--- config.mk ---
export PLATFORM = sky130hd
export DESIGN_NAME = cla_adder_pipe
export DESIGN_NICKNAME = d
export VERILOG_FILES = /design/src/rtl/cla_adder_pipe.sv
export SDC_FILE = /design/constraint.sdc
export NUM_CORES = 1
export LEC_CHECK = 0
export ABC_AREA = 1
export BUFFER_PORTS_ARGS = -buffer_cell sky130_fd_sc_hd__buf_2
export CORE_MARGIN = 2
export CORE_UTILIZATION = 33
export CTS_CLUSTER_DIAMETER = 60
export DETAILED_ROUTE_END_ITERATION = 8
export SETUP_SLACK_MARGIN = 0.15
export SYNTH_ARGS = -nofsm -noshare
export SYNTH_HDL_FRONTEND = slang
export SYNTH_SLANG_ARGS = --single-unit
--- constraint.sdc ---
create_clock -name clk -period 3.8 [get_ports clk]
set_clock_uncertainty 0.15 [all_clocks]
set_input_delay 0.38 -clock clk [delete_from_list [all_inputs] [get_ports clk]]
set_output_delay 0.38 -clock clk [all_outputs]
set_load 0.01 [all_outputs]
--- src/rtl/cla_adder_pipe.sv ---
// Pipelined carry-lookahead adder/subtractor.
// Operands are cut into GROUP-bit lookahead groups. Each group is added in its own pipeline
// stage, and the carry out of a group is registered before the next stage uses it. One global
// advance signal stalls every stage at once, so the unit keeps full valid/ready backpressure.
module cla_adder_pipe #(
    parameter int unsigned WIDTH = 16,
    parameter int unsigned GROUP = 4
) (
    input  logic             clk,
    input  logic             rst_n,
    input  logic             in_valid,
    output logic             in_ready,
    input  logic [WIDTH-1:0] a,
    input  logic [WIDTH-1:0] b,
    input  logic             sub,
    input  logic             cin,
    output logic             out_valid,
    input  logic             out_ready,
    output logic [WIDTH-1:0] sum,
    output logic             cout,
    output logic             ovf,
    output logic             zero
);

    // These guards keep the arithmetic defined long enough for the check below to fire.
    localparam int unsigned GRP_SAFE = (GROUP < 1) ? 1 : GROUP;
    localparam int unsigned NSTG     = (WIDTH / GRP_SAFE < 1) ? 1 : WIDTH / GRP_SAFE;

    if (GROUP < 1 || (WIDTH % GRP_SAFE) != 0) begin : g_bad_param
        $error("cla_adder_pipe: WIDTH must be a positive multiple of GROUP");
    end

    // Per-stage state. opa_q/opb_q carry the operands to later stages, with b already
    // conditioned for subtraction. sum_q[k] holds every sum bit produced by stages 0..k.
    logic [NSTG-1:0]  vld_q, vld_d;
    logic [NSTG-1:0]  c_q, c_d;
    logic [WIDTH-1:0] sum_q [NSTG];
    logic [WIDTH-1:0] sum_d [NSTG];
    logic [WIDTH-1:0] opa_q [NSTG];
    logic [WIDTH-1:0] opa_d [NSTG];
    logic [WIDTH-1:0] opb_q [NSTG];
    logic [WIDTH-1:0] opb_d [NSTG];
    // Carry into the MSB, which the overflow flag needs.
    logic             cm_q, cm_d;

    logic             advance;
    logic [WIDTH-1:0] b_eff;
    logic             c0;
    logic [GROUP+1:0] grp_r;

    // Adds one group with carry lookahead. Every carry is a flat sum of products of p, g and
    // the carry-in, so there is no ripple chain. The result is packed as
    // {carry out, carry into the top bit, group sum}.
    function automatic logic [GROUP+1:0] grp_add(input logic [GROUP-1:0] x,
                                                 input logic [GROUP-1:0] y,
                                                 input logic             ci);
        logic [GROUP-1:0] p;
        logic [GROUP-1:0] g;
        logic [GROUP:0]   c;
        logic             term;
        logic             acc;
        p    = x ^ y;
        g    = x & y;
        c    = '0;
        c[0] = ci;
        for (int unsigned i = 0; i < GROUP; i++) begin
            acc = ci;
            for (int unsigned j = 0; j <= i; j++) begin
                acc = acc & p[j];
            end
            for (int unsigned j = 0; j <= i; j++) begin
                term = g[j];
                for (int unsigned m = j + 1; m <= i; m++) begin
                    term = term & p[m];
                end
                acc = acc | term;
            end
            c[i+1] = acc;
        end
        return {c[GROUP], c[GROUP-1], p ^ c[GROUP-1:0]};
    endfunction

    // A stall is global, so every stage moves or holds together.
    assign advance  = !vld_q[NSTG-1] || out_ready;
    assign in_ready = advance;

    // Next-state logic for every stage. Stage 0 takes its inputs from the ports, and
    // stage k takes them from the registers of stage k-1.
    always_comb begin
        b_eff = sub ? ~b : b;
        c0    = sub | cin;
        vld_d = '0;
        c_d   = '0;
        cm_d  = 1'b0;
        grp_r = '0;
        for (int unsigned k = 0; k < NSTG; k++) begin
            sum_d[k] = '0;
            opa_d[k] = '0;
            opb_d[k] = '0;
        end

        grp_r                = grp_add(a[GROUP-1:0], b_eff[GROUP-1:0], c0);
        sum_d[0][GROUP-1:0]  = grp_r[GROUP-1:0];
        c_d[0]               = grp_r[GROUP+1];
        cm_d                 = grp_r[GROUP];
        vld_d[0]             = in_valid;
        opa_d[0]             = a;
        opb_d[0]             = b_eff;

        for (int unsigned k = 1; k < NSTG; k++) begin
            grp_r = grp_add(opa_q[k-1][k*GROUP +: GROUP], opb_q[k-1][k*GROUP +: GROUP],
                            c_q[k-1]);
            sum_d[k]                  = sum_q[k-1];
            sum_d[k][k*GROUP +: GROUP] = grp_r[GROUP-1:0];
            c_d[k]                    = grp_r[GROUP+1];
            // The final loop pass is the MSB group, so its value is the one that is kept.
            cm_d                      = grp_r[GROUP];
            vld_d[k]                  = vld_q[k-1];
            opa_d[k]                  = opa_q[k-1];
            opb_d[k]                  = opb_q[k-1];
        end
    end

    // Pipeline registers. Reset clears them and discards any beats still in flight.
    always_ff @(posedge clk or negedge rst_n) begin
        if (!rst_n) begin
            vld_q <= '0;
            c_q   <= '0;
            cm_q  <= 1'b0;
            for (int unsigned k = 0; k < NSTG; k++) begin
                sum_q[k] <= '0;
                opa_q[k] <= '0;
                opb_q[k] <= '0;
            end
        end else if (advance) begin
            vld_q <= vld_d;
            c_q   <= c_d;
            cm_q  <= cm_d;
            for (int unsigned k = 0; k < NSTG; k++) begin
                sum_q[k] <= sum_d[k];
                opa_q[k] <= opa_d[k];
                opb_q[k] <= opb_d[k];
            end
        end
    end

    // No stage reads the operand copy held by the last stage.
    logic unused_ops;
    assign unused_ops = ^{opa_q[NSTG-1], opb_q[NSTG-1]};

    // The flags come from the last stage's registers. zero is qualified by out_valid so the
    // idle or reset value of the output is 0.
    assign out_valid = vld_q[NSTG-1];
    assign sum       = sum_q[NSTG-1];
    assign cout      = c_q[NSTG-1];
    assign ovf       = c_q[NSTG-1] ^ cm_q;
    assign zero      = vld_q[NSTG-1] & ~|sum_q[NSTG-1];

endmodule
==> results_dict.tcl <==
set metrics [dict create \
    grt_setup_unrepaired "no" \
    slowest_stage "inv_2" \
    critical_path_class "register to output pin" \
    grtUsageTotal 0.131 \
    postCtsSetupBuffers 0 \
    power_density_mw_per_mm2 775 \
    ys_seq_area_frac 0.534 \
    holdBufCountCts 0 \
    synth_cells 510 \
    synthToLayoutAreaGrowth_pct 14.4 \
    first_iter_violations 175 \
    place_ws_ns 1.43 \
    yosys_warnings 0 \
    cts-htree-levels 3 \
    synth_top_area_cell "dfrtp_1" \
    clk_pin_slew_worst_paths_ns 0.06 \
    seq_power_share 0.434 \
    grt.overflow.total 0 \
    synth_nets 572 \
    synth_cell_types 22 \
    synth.avg_cell_area_um2 8.92 \
    startpoint_type "register" \
    switching_power_w 0.00151 \
    post_cts_resize_count 0 \
    fin_crit_sh 0.610 \
    cap_violations 0 \
    cp.required_ns 3.27 \
    fp.dieW_um 121 \
    port_buffers 58 \
    ios 59 \
    via_count 3266 \
    clkPwrFrac 0.215 \
    drcViolationCount 0 \
    p_int_w 0.00252 \
    root_buffer "clkbuf_16" \
    antenna_found_initial 0 \
    cpPeakStageDelay_ns 0.61 \
    slew_violations 0 \
    die_h_um 121 \
    antenna_left 0 \
    status "finished clean" \
    cts_sinks 97 \
    start_util 0.341 \
    wl_mm 8.70 \
    synthTopCellsByArea "dfrtp_1, nand2_1, ha_1, o21ai_0, inv_1" \
    core_area_mm2 0.0133 \
    dr.pass1.iters 4 \
    crit_chain "inv_1 > nor2_4 > inv_2 > buf_2" \
    cts_buffers 9 \
    grt_pass1_vias 3292 \
    hold_viol_final 0 \
    nets 621 \
    diodes 0 \
    slew_headroom 0.365 \
    netlist_area_mm2 0.00455 \
    cts_tree "yes" \
    grt_pass1_wl_mm 15.3 \
    drive_gt1_frac 0.140 \
    netSwitchingFraction 0.374 \
    post-dp-hpwl_mm 5.85 \
    worstMarginPinSlew_ns 0.953 \
    vias_per_cell 4.41 \
    grt_start_max_net_pins 101 \
    row_count 42 \
    path_max_fanout 54 \
    place_congestion 0.759 \
    power.leakage_nw 2.69 \
    tns_ns 0 \
    clock_latency_ns 0.34 \
    period_needed_ns 2.32 \
    dieArea_mm2 0.0147 \
    setup_ws_ns 1.48 \
    peakVddDrop_mv 0.263 \
    critPathCaptureType "output pin" \
    hp-class "input pin to async pin" \
    max_freq_ghz 0.432 \
    cts_buffer_depth 2 \
    wl_per_cell_um 11.8 \
    netlist.area_leader.share 0.534 \
    crit_arrival_ns 1.79 \
    setup_viol 0 \
    synth_seq_cells 97 \
    comb_power_share 0.351 \
]
[Yosys cell counts]
| cell | n |
|---|---|
| clkbuf_1 | 2 |
| a31oi_1 | 1 |
| nor2_1 | 8 |
| buf_2 | 3 |
| o21ai_1 | 11 |
| nand3b_1 | 4 |
| nand4_1 | 6 |
| nand2_1 | 219 |
| ha_1 | 20 |
| buf_6 | 9 |
| nor3_1 | 2 |
| nor2_2 | 1 |
| fa_1 | 4 |
| o21ai_0 | 35 |
| dfrtp_1 | 97 |
| xor2_1 | 8 |
| buf_4 | 9 |
| inv_1 | 39 |
| inv_2 | 1 |
| or2_1 | 1 |
| xnor2_1 | 13 |
| nand3_1 | 17 |
[cells by family after synthesis]
group           count (synthesis)  share of synthesized area
compound gates                 47                     0.0520
xor+xnor                       21                     0.0405
fa+ha+maj                      24                     0.0726
buf+inv                        63                     0.0751
flops                          97                      0.534
simple gates                  258                      0.226
[through the flow]
step	power (W)	hold slack, ns	cell area, um2	utilization	std cells
final	0.00403	0.0367	5200	0.390	740
after global routing	0.00444	0.0691	5200	0.390	740
after floorplan	0.00281	-0.0656	4550	-	510
after detailed placement	0.00321	0.302	4910	0.368	724
after global placement	0.00315	0.303	4910	0.368	724
after CTS	0.00410	0.0644	5200	0.390	740
[cells in the final DEF (no fill, tap or decap), drive strengths merged]
cell	netlist	routed
a31oi	1	1
clkinvlp	0	1
clkinv	0	3
buf	21	61
xor2	8	8
nand3b	4	4
fa	4	4
or2	1	1
nor3	2	2
dfrtp	97	97
xnor2	13	13
o21ai	46	46
nand2	219	219
nand3	17	17
nand4	6	6
clkbuf	2	11
ha	20	20
inv	40	41
nor2	9	9
[state kept, by name (all words and copies together) (netlist names)]
signal,cells
opa_d,24
sum,16
opb_d,24
vld_q,4
sum_d,24
cm_q,1
c_q,4
[power groups by stage]
| stage | registers (W) | logic, W | clock network (W) |
|---|---|---|---|
| after CTS | 0.00175 | 0.00145 | 0.000898 |
| after global placement | 0.00175 | 0.00139 | 0 |
| final | 0.00175 | 0.00141 | 0.000867 |
| after global routing | 0.00181 | 0.00169 | 0.000944 |
| after detailed placement | 0.00177 | 0.00144 | 0 |
| after floorplan | 0.00175 | 0.00107 | 0 |
[final cells by class]
type | instances | area (um2)
Fill cell | 1429 | 8150
Multi-Input combinational cell | 350 | 1780
Timing Repair Buffer | 61 | 328
Sequential cell | 97 | 2430
Clock inverter | 5 | 38.8
Clock buffer | 11 | 253
Inverter | 40 | 150
Tap cell | 176 | 220
[worst paths after layout]
path / start / end / slack [ns] / depth (start not counted)
min: rst_n / sum[2] / 0.04 / 1
max: vld_q[3] / in_ready / 1.48 / 4
min reg2reg: sum_d[23] / sum_d[7] / 0.32 / 2
max reg2reg: vld_q[3] / sum_d[10] / 1.89 / 6
max in group asynchronous: rst_n / opa_d[24] / 2.62 / 2
min in group clk: a[9] / opa_d[41] / 0.08 / 3
[worst max-delay path: cells and delay by family (launching register included)]
kind	cells	cell delay (ns)
buffers and inverters	3	0.98
DFF	1	0.40
and+or+nand+nor	1	0.04
[per-layer routing]
metal | wire length, um | global-route usage | share of wire
met4 | 119 | 0.0374 | 0.014
met2 | 3840 | 0.202 | 0.44
met1 | 4330 | 0.179 | 0.50
met3 | 413 | 0.0385 | 0.047
met5 | 0 | 0 | 0
(Power assumes the default switching activity.)
